$ cat config.mk
export PLATFORM = sky130hd
export DESIGN_NAME = seq_param_alu
export DESIGN_NICKNAME = d
export VERILOG_FILES = /design/src/rtl/alu_pkg.sv /design/src/rtl/alu_divider.sv /design/src/rtl/seq_param_alu.sv
export SDC_FILE = /design/constraint.sdc
export NUM_CORES = 1
export LEC_CHECK = 0
export CAP_MARGIN = 10
export CORE_ASPECT_RATIO = 1.5
export CORE_MARGIN = 4
export CORE_UTILIZATION = 55
export DETAILED_ROUTE_END_ITERATION = 8
export HOLD_SLACK_MARGIN = 0.12
export PLACE_DENSITY = 0.77
export SYNTH_ARGS = -nofsm -noshare
export SYNTH_HDL_FRONTEND = slang
export SYNTH_SLANG_ARGS = --single-unit
$ cat constraint.sdc
create_clock -name clk -period 3.87 [get_ports clk]
set_input_delay 0.5805 -clock clk [delete_from_list [all_inputs] [get_ports clk]]
set_output_delay 0.5805 -clock clk [all_outputs]
set_load 0.05 [all_outputs]
$ cat src/rtl/alu_pkg.sv
// Shared types and helpers for seq_param_alu.
// hex7seg is only referenced when SEG7_EN is defined.
package alu_pkg;

  // Opcode values; 10..15 are illegal
  typedef enum logic [3:0] {
    OpAdd = 4'd0,
    OpSub = 4'd1,
    OpMul = 4'd2,
    OpDiv = 4'd3,
    OpMod = 4'd4,
    OpAnd = 4'd5,
    OpOr  = 4'd6,
    OpXor = 4'd7,
    OpShl = 4'd8,
    OpShr = 4'd9
  } op_e;

  typedef enum logic [1:0] {
    StIdle,
    StDivide,
    StDone
  } state_e;

  // Bit positions inside flags = {Nf, Zf, C, V}
  localparam int unsigned FlagNeg   = 3;
  localparam int unsigned FlagZero  = 2;
  localparam int unsigned FlagCarry = 1;
  localparam int unsigned FlagOvf   = 0;

  // Hex digit to active-low segments {g,f,e,d,c,b,a}
  function automatic logic [6:0] hex7seg(input logic [3:0] digit);
    logic [6:0] seg;
    unique case (digit)
      4'h0: seg = 7'h40;
      4'h1: seg = 7'h79;
      4'h2: seg = 7'h24;
      4'h3: seg = 7'h30;
      4'h4: seg = 7'h19;
      4'h5: seg = 7'h12;
      4'h6: seg = 7'h02;
      4'h7: seg = 7'h78;
      4'h8: seg = 7'h00;
      4'h9: seg = 7'h10;
      4'hA: seg = 7'h08;
      4'hB: seg = 7'h03;
      4'hC: seg = 7'h46;
      4'hD: seg = 7'h21;
      4'hE: seg = 7'h06;
      default: seg = 7'h0E;
    endcase
    return seg;
  endfunction

endpackage

$ cat src/rtl/alu_divider.sv
// Iterative restoring divider: N quotient bits, one per clock.
// The first step is taken on the start edge itself, so done rises N-1 edges later.
// A zero divisor yields quotient all-ones and remainder equal to the dividend.
module alu_divider #(
  parameter int unsigned N = 4
) (
  input  logic         clk,
  input  logic         rst_n,
  input  logic         start,
  input  logic [N-1:0] dividend,
  input  logic [N-1:0] divisor,
  output logic [N-1:0] quotient,
  output logic [N-1:0] remainder,
  output logic         done,
  output logic         div_zero
);

  localparam int unsigned CntW = $clog2(N);

  logic [N-1:0]    rem_q, rem_d, quo_q, quo_d, dvs_q, dvs_d;
  logic [CntW-1:0] cnt_q, cnt_d;
  logic            busy_q, busy_d;

  logic [N-1:0] step_rem_in, step_quo_in, step_dvs, step_rem, step_quo;
  logic [N:0]   shifted, trial;

  // One restoring step; on start it works on fresh operands
  always_comb begin
    step_rem_in = start ? '0 : rem_q;
    step_quo_in = start ? dividend : quo_q;
    step_dvs    = start ? divisor : dvs_q;
    shifted     = {step_rem_in, step_quo_in[N-1]};
    trial       = shifted - {1'b0, step_dvs};
    if (shifted >= {1'b0, step_dvs}) begin
      step_rem = trial[N-1:0];
      step_quo = {step_quo_in[N-2:0], 1'b1};
    end else begin
      step_rem = shifted[N-1:0];
      step_quo = {step_quo_in[N-2:0], 1'b0};
    end
  end

  // Next-state: load and step on start, then step until the count runs out
  always_comb begin
    rem_d  = rem_q;
    quo_d  = quo_q;
    dvs_d  = dvs_q;
    cnt_d  = cnt_q;
    busy_d = busy_q;
    if (start) begin
      rem_d  = step_rem;
      quo_d  = step_quo;
      dvs_d  = divisor;
      cnt_d  = CntW'(N - 1);
      busy_d = 1'b1;
    end else if (busy_q) begin
      if (cnt_q != '0) begin
        rem_d = step_rem;
        quo_d = step_quo;
        cnt_d = cnt_q - 1'b1;
      end else begin
        busy_d = 1'b0;
      end
    end
  end

  // State registers, cleared by reset even mid-divide
  always_ff @(posedge clk or negedge rst_n) begin
    if (!rst_n) begin
      rem_q  <= '0;
      quo_q  <= '0;
      dvs_q  <= '0;
      cnt_q  <= '0;
      busy_q <= 1'b0;
    end else begin
      rem_q  <= rem_d;
      quo_q  <= quo_d;
      dvs_q  <= dvs_d;
      cnt_q  <= cnt_d;
      busy_q <= busy_d;
    end
  end

  assign quotient  = quo_q;
  assign remainder = rem_q;
  assign done      = busy_q && (cnt_q == '0);
  assign div_zero  = (dvs_q == '0);

endmodule

$ cat src/rtl/seq_param_alu.sv
// Sequential N-bit ALU with valid/ready handshake on both sides.
// Single-cycle ops are evaluated from the inputs in the accept cycle; DIV/MOD use alu_divider.
// Optional macro SEG7_EN adds the seg_hex port driven from the result register.
module seq_param_alu
  import alu_pkg::*;
#(
  parameter int unsigned N = 4
) (
  input  logic         clk,
  input  logic         rst_n,
  input  logic         in_valid,
  output logic         in_ready,
  input  logic [3:0]   op,
  input  logic [N-1:0] Z,
  input  logic [N-1:0] Y,
  output logic         out_valid,
  input  logic         out_ready,
  output logic [N-1:0] result,
  output logic [3:0]   flags,
  output logic         err
`ifdef SEG7_EN
  ,
  output logic [7*((N+3)/4)-1:0] seg_hex
`endif
);

  localparam logic [N:0] NVal = (N + 1)'(N);

  state_e       state_q, state_d;
  logic [3:0]   op_q, op_d;
  logic [N-1:0] result_q, result_d;
  logic [3:0]   flags_q, flags_d;
  logic         err_q, err_d;

  logic         div_start, div_done, div_zero;
  logic [N-1:0] div_quo, div_rem, div_res;

  logic [N:0]     sum, dif;
  logic [2*N-1:0] prod;
  logic [N-1:0]   alu_res;
  logic           alu_c, alu_v, alu_err;

  function automatic logic [3:0] pack_flags(input logic [N-1:0] r, input logic c,
                                            input logic v);
    logic [3:0] f;
    f            = '0;
    f[FlagNeg]   = r[N-1];
    f[FlagZero]  = (r == '0);
    f[FlagCarry] = c;
    f[FlagOvf]   = v;
    return f;
  endfunction

  alu_divider #(
    .N(N)
  ) u_divider (
    .clk      (clk),
    .rst_n    (rst_n),
    .start    (div_start),
    .dividend (Z),
    .divisor  (Y),
    .quotient (div_quo),
    .remainder(div_rem),
    .done     (div_done),
    .div_zero (div_zero)
  );

  // Single-cycle datapath evaluated on the live inputs
  always_comb begin
    sum     = {1'b0, Z} + {1'b0, Y};
    dif     = {1'b0, Z} - {1'b0, Y};
    prod    = (2 * N)'(Z) * (2 * N)'(Y);
    alu_res = '0;
    alu_c   = 1'b0;
    alu_v   = 1'b0;
    alu_err = 1'b0;
    case (op)
      OpAdd: begin
        alu_res = sum[N-1:0];
        alu_c   = sum[N];
        alu_v   = (Z[N-1] == Y[N-1]) && (sum[N-1] != Z[N-1]);
      end
      OpSub: begin
        alu_res = dif[N-1:0];
        alu_c   = dif[N];  // borrow, i.e. Z < Y
        alu_v   = (Z[N-1] != Y[N-1]) && (dif[N-1] != Z[N-1]);
      end
      OpMul: begin
        alu_res = prod[N-1:0];
        alu_c   = |prod[2*N-1:N];
      end
      OpAnd: alu_res = Z & Y;
      OpOr:  alu_res = Z | Y;
      OpXor: alu_res = Z ^ Y;
      OpShl: alu_res = ({1'b0, Y} >= NVal) ? '0 : (Z << Y);
      OpShr: alu_res = ({1'b0, Y} >= NVal) ? '0 : (Z >> Y);
      OpDiv, OpMod: alu_res = '0;
      default: alu_err = 1'b1;
    endcase
  end

  assign div_res = (op_q == OpDiv) ? div_quo : div_rem;

  // FSM next-state; result registers load only on entry to StDone
  always_comb begin
    state_d   = state_q;
    op_d      = op_q;
    result_d  = result_q;
    flags_d   = flags_q;
    err_d     = err_q;
    div_start = 1'b0;
    unique case (state_q)
      StIdle: begin
        if (in_valid) begin
          op_d = op;
          if (op == OpDiv || op == OpMod) begin
            div_start = 1'b1;
            state_d   = StDivide;
          end else begin
            state_d  = StDone;
            result_d = alu_res;
            flags_d  = alu_err ? 4'b0000 : pack_flags(alu_res, alu_c, alu_v);
            err_d    = alu_err;
          end
        end
      end
      StDivide: begin
        if (div_done) begin
          state_d  = StDone;
          result_d = div_res;
          flags_d  = pack_flags(div_res, 1'b0, 1'b0);
          err_d    = div_zero;
        end
      end
      StDone: begin
        if (out_ready) state_d = StIdle;
      end
      default: state_d = StIdle;
    endcase
  end

  // State and output registers
  always_ff @(posedge clk or negedge rst_n) begin
    if (!rst_n) begin
      state_q  <= StIdle;
      op_q     <= '0;
      result_q <= '0;
      flags_q  <= '0;
      err_q    <= 1'b0;
    end else begin
      state_q  <= state_d;
      op_q     <= op_d;
      result_q <= result_d;
      flags_q  <= flags_d;
      err_q    <= err_d;
    end
  end

  assign in_ready  = (state_q == StIdle);
  assign out_valid = (state_q == StDone);
  assign result    = result_q;
  assign flags     = flags_q;
  assign err       = err_q;

`ifdef SEG7_EN
  localparam int unsigned Digits = (N + 3) / 4;

  logic [4*Digits-1:0] res_pad;

  // Zero-extend the result to whole hex digits
  always_comb begin
    res_pad        = '0;
    res_pad[N-1:0] = result_q;
  end

  for (genvar i = 0; i < Digits; i++) begin : g_seg
    assign seg_hex[7*i +: 7] = hex7seg(res_pad[4*i +: 4]);
  end
`endif

endmodule
==> impl_metrics.csv <==
group,metric,value,unit
setup_path,worst-setup-path-type,"in -> reg",
floorplanning,fp.dieW,66.93,um
clocking,cts_root_buf,"clkbuf_8",
setup_path,slowest_stage,"fa_1",
setup_path,cp_num_buf_inv,2,
detailed_routing,drc,0,
logic_synthesis,synth.avg_cell_area,8.579,um2
logic_synthesis,synth_nets,386,
logic_synthesis,yosys_most_used_dff,"dfrtp_1",
clocking,cts_sinks,30,
final_layout,final_area,3341,um2
setup_path,slowest_delay,580,ps
sta,finalHoldViolations,0,
setup_path,end_kind,"flop",
sta,rsz0062_at_grt,"false",
clocking,cts_buffer_depth,2,
clocking,cts_hold_buffers,0,
clocking,clk_latency,270,ps
sta,fmax,284.9,MHz
floorplanning,core-area,4926,um2
grt,first_global_vias,2770,
final_layout,antenna_cells,0,
grt,grt_max_degree,31,
grt,grt_pass1_wl,12640,um
job,cap_violations,0,
sta,tightestPinTransition,624.0,ps
floorplanning,initial_core_util,58.17,%
setup_path,worstPathArrival,3670,ps
sta,tns,0,ps
setup_path,reg2reg_slack,770,ps
setup_path,required,4030,ps
clocking,cts_tree,"yes",
grt,antenna_found_initial,0,
detailed_routing,detail-route-antenna-nets,0,
floorplanning,ioPinCount,27,
min_path,worst_hold_path_type,"reg -> reg",
clocking,cts_made_buffers,5,
place,dp_hpwl,5945,um
place,gp_congestion,0.9348,
power_and_ir_drop,power,1795,uW
floorplanning,die-area,6452,um2
detailed_routing,viasPerCell,5.880,
logic_synthesis,synth-edff-count,0,
sta,min_period,3510,ps
setup_path,path_common_cell,"fa_1",
detailed_routing,wirelength,7481,um
detailed_routing,wl_per_cell,17.28,um
sta,slew_violations,0,
setup_path,worstPathCellList,"clkdlybuf4s50_1 -> nand2_1 -> fa_1 -> fa_1 -> inv_1 -> fa_1 -> nor3b_1 -> o21ai_1 -> o31ai_1 -> nor3_1 -> a21o_1 -> a21oi_1",
clocking,htreeDepth,2,
power_and_ir_drop,peakVddDrop,0.4255,mV
status,run_status,"complete, no violations",
sta,setup_violations,0,
power_and_ir_drop,p_leak,0.001547,uW
floorplanning,die_h,96.40,um
sta,finalWorstSetupSlack,359.5,ps
place,numPortBuffers,26,
clocking,path_clk_slew,60,ps
logic_synthesis,yosys_warnings,0,
logic_synthesis,syn_inst,334,
power_and_ir_drop,p_per_area,537.4,nW/um2
clocking,postCtsSetupBuffers,0,
logic_synthesis,ys_async_sr_fraction,100.0,%
clocking,cts-resized-gates,0,
sta,clock_skew,4.808,ps
final_layout,drive_gt1_share,10.90,%
detailed_routing,vias,2546,
logic_synthesis,synth_seq_area_share,26.20,%
logic_synthesis,synth_seq_cells,30,
logic_synthesis,synth.distinct_cells,62,
setup_path,path_delay_family,"adder cells",
sta,post-route-period-util,90.71,%
setup_path,cp-start-kind,"input port",
detailed_routing,firstDrtPassIters,4,
setup_path,crit_path_max_fanout,2,
final_layout,syn_to_final_growth,16.59,%
grt,grt_util_all_layers,25.97,%
place,pre_cts_ws,78.52,ps
final_layout,nets,420,
sta,max_slew_margin,58.27,%
logic_synthesis,netlist_area,2865,um2
grt,overflow,0,
floorplanning,rows,31,
place,placed_area,3258,um2
detailed_routing,drtIter0Drc,211,
## sequential cells by signal (all words and copies together), names as in the netlist
register             count
flags                    4
op_q                     4
result                   4
u_divider.dvs_q          4
u_divider.quotient       4
u_divider.remainder      4
state_q                  2
u_divider.cnt_q          2
err                      1
u_divider.busy_q         1
## cells by family (layout without fill, tap and decap cells)
| family | Yosys count | count (layout) | share of synthesized area [%] |
|---|---|---|---|
| AOI/OAI and AO/OA | 83 | 83 | 19.78 |
| xor gates and xnor gates | 7 | 7 | 2.140 |
| adders and majority gates | 36 | 36 | 17.55 |
| buffers and inverters | 48 | 81 | 6.900 |
| DFF | 30 | 30 | 26.20 |
| muxes | 18 | 18 | 6.812 |
| and+or+nand+nor | 112 | 112 | 20.61 |
## cells in the final DEF (no fill, tap or decap), types with 4 or more instances in the layout
cell type / count
a211oi_1: 6
a21o_1: 5
a21oi_1: 25
and2_1: 4
and3_1: 5
buf_4: 17
clkbuf_8: 6
clkdlybuf4s50_1: 26
dfrtp_1: 30
fa_1: 7
ha_1: 29
inv_1: 32
mux2_2: 9
mux2i_1: 6
nand2_1: 29
nand2b_1: 9
nand3_1: 5
nor2_1: 25
nor2b_1: 11
nor3_1: 7
o211ai_1: 4
o21ai_0: 8
xnor2_1: 6
## power breakdown
| group | internal, uW | switching, uW |
|---|---|---|
| Combinational | 417 | 582 |
| Sequential | 450 | 107 |
| Clock | 137 | 102 |
| Total | 1000 | 791 |
## Yosys cell counts (all sizes together) (9+ instances only)
cell type	n	area, um2
nor2b	11	68.82
buf	11	58.80
a21oi	25	125.1
nand2	29	108.9
ha	29	362.9
inv	32	120.1
nand2b	9	56.30
dfrtp	30	750.7
nor3	9	61.31
o21ai	11	55.05
nor2	25	93.84
mux2	12	135.1
## layer usage
layer	track usage, %	vias up	part of all wire, %
met3	3.704	26	3.5
met5	0	-	0
met4	15.74	0	4.7
met2	48.34	80	54
li1	-	1246	-
met1	26.82	1194	38
## worst paths after layout
kind / start / to / depth (start not counted)
hold / removal: u_divider.cnt_q[1]$_DFFE_PN0P_ / u_divider.cnt_q[1]$_DFFE_PN0P_ / 2
hold reg to reg: u_divider.cnt_q[1]$_DFFE_PN0P_ / u_divider.cnt_q[1]$_DFFE_PN0P_ / 2
setup / recovery: Y[2] / flags[3]$_DFFE_PN0P_ / 12
setup reg to reg: state_q[0]$_DFFE_PN0P_ / u_divider.remainder[1]$_DFFE_PN0P_ / 11
max in group asynchronous: rst_n / u_divider.quotient[2]$_DFFE_PN0P_ / 2
min in group asynchronous: rst_n / op_q[3]$_DFFE_PN0P_ / 2
## tightest hold or removal path, stage by stage (launching register included)
cell and delay [ps]:
dfrtp_1 340, nand2_1 50, o211ai_1 80
## metrics by stage
step	hold slack [ps]	utilization (%)	instances
after global routing	537.4	67.82	433
after floorplan	284.9	-	334
after global placement	487.8	66.14	427
final	511.5	67.82	433
after detailed placement	495.8	66.14	427
after CTS	510.1	67.82	433
## layout make-up
type / instances / area [um2]
fill: 440 / 1585
multi-input combinational: 256 / 1917
tap: 66 / 82.58
timing repair buffer: 43 / 387.9
inverter: 32 / 120.1
clock buffer: 6 / 82.58
sequential: 30 / 750.7
Note: power is estimated with default switching activity, not from simulation.
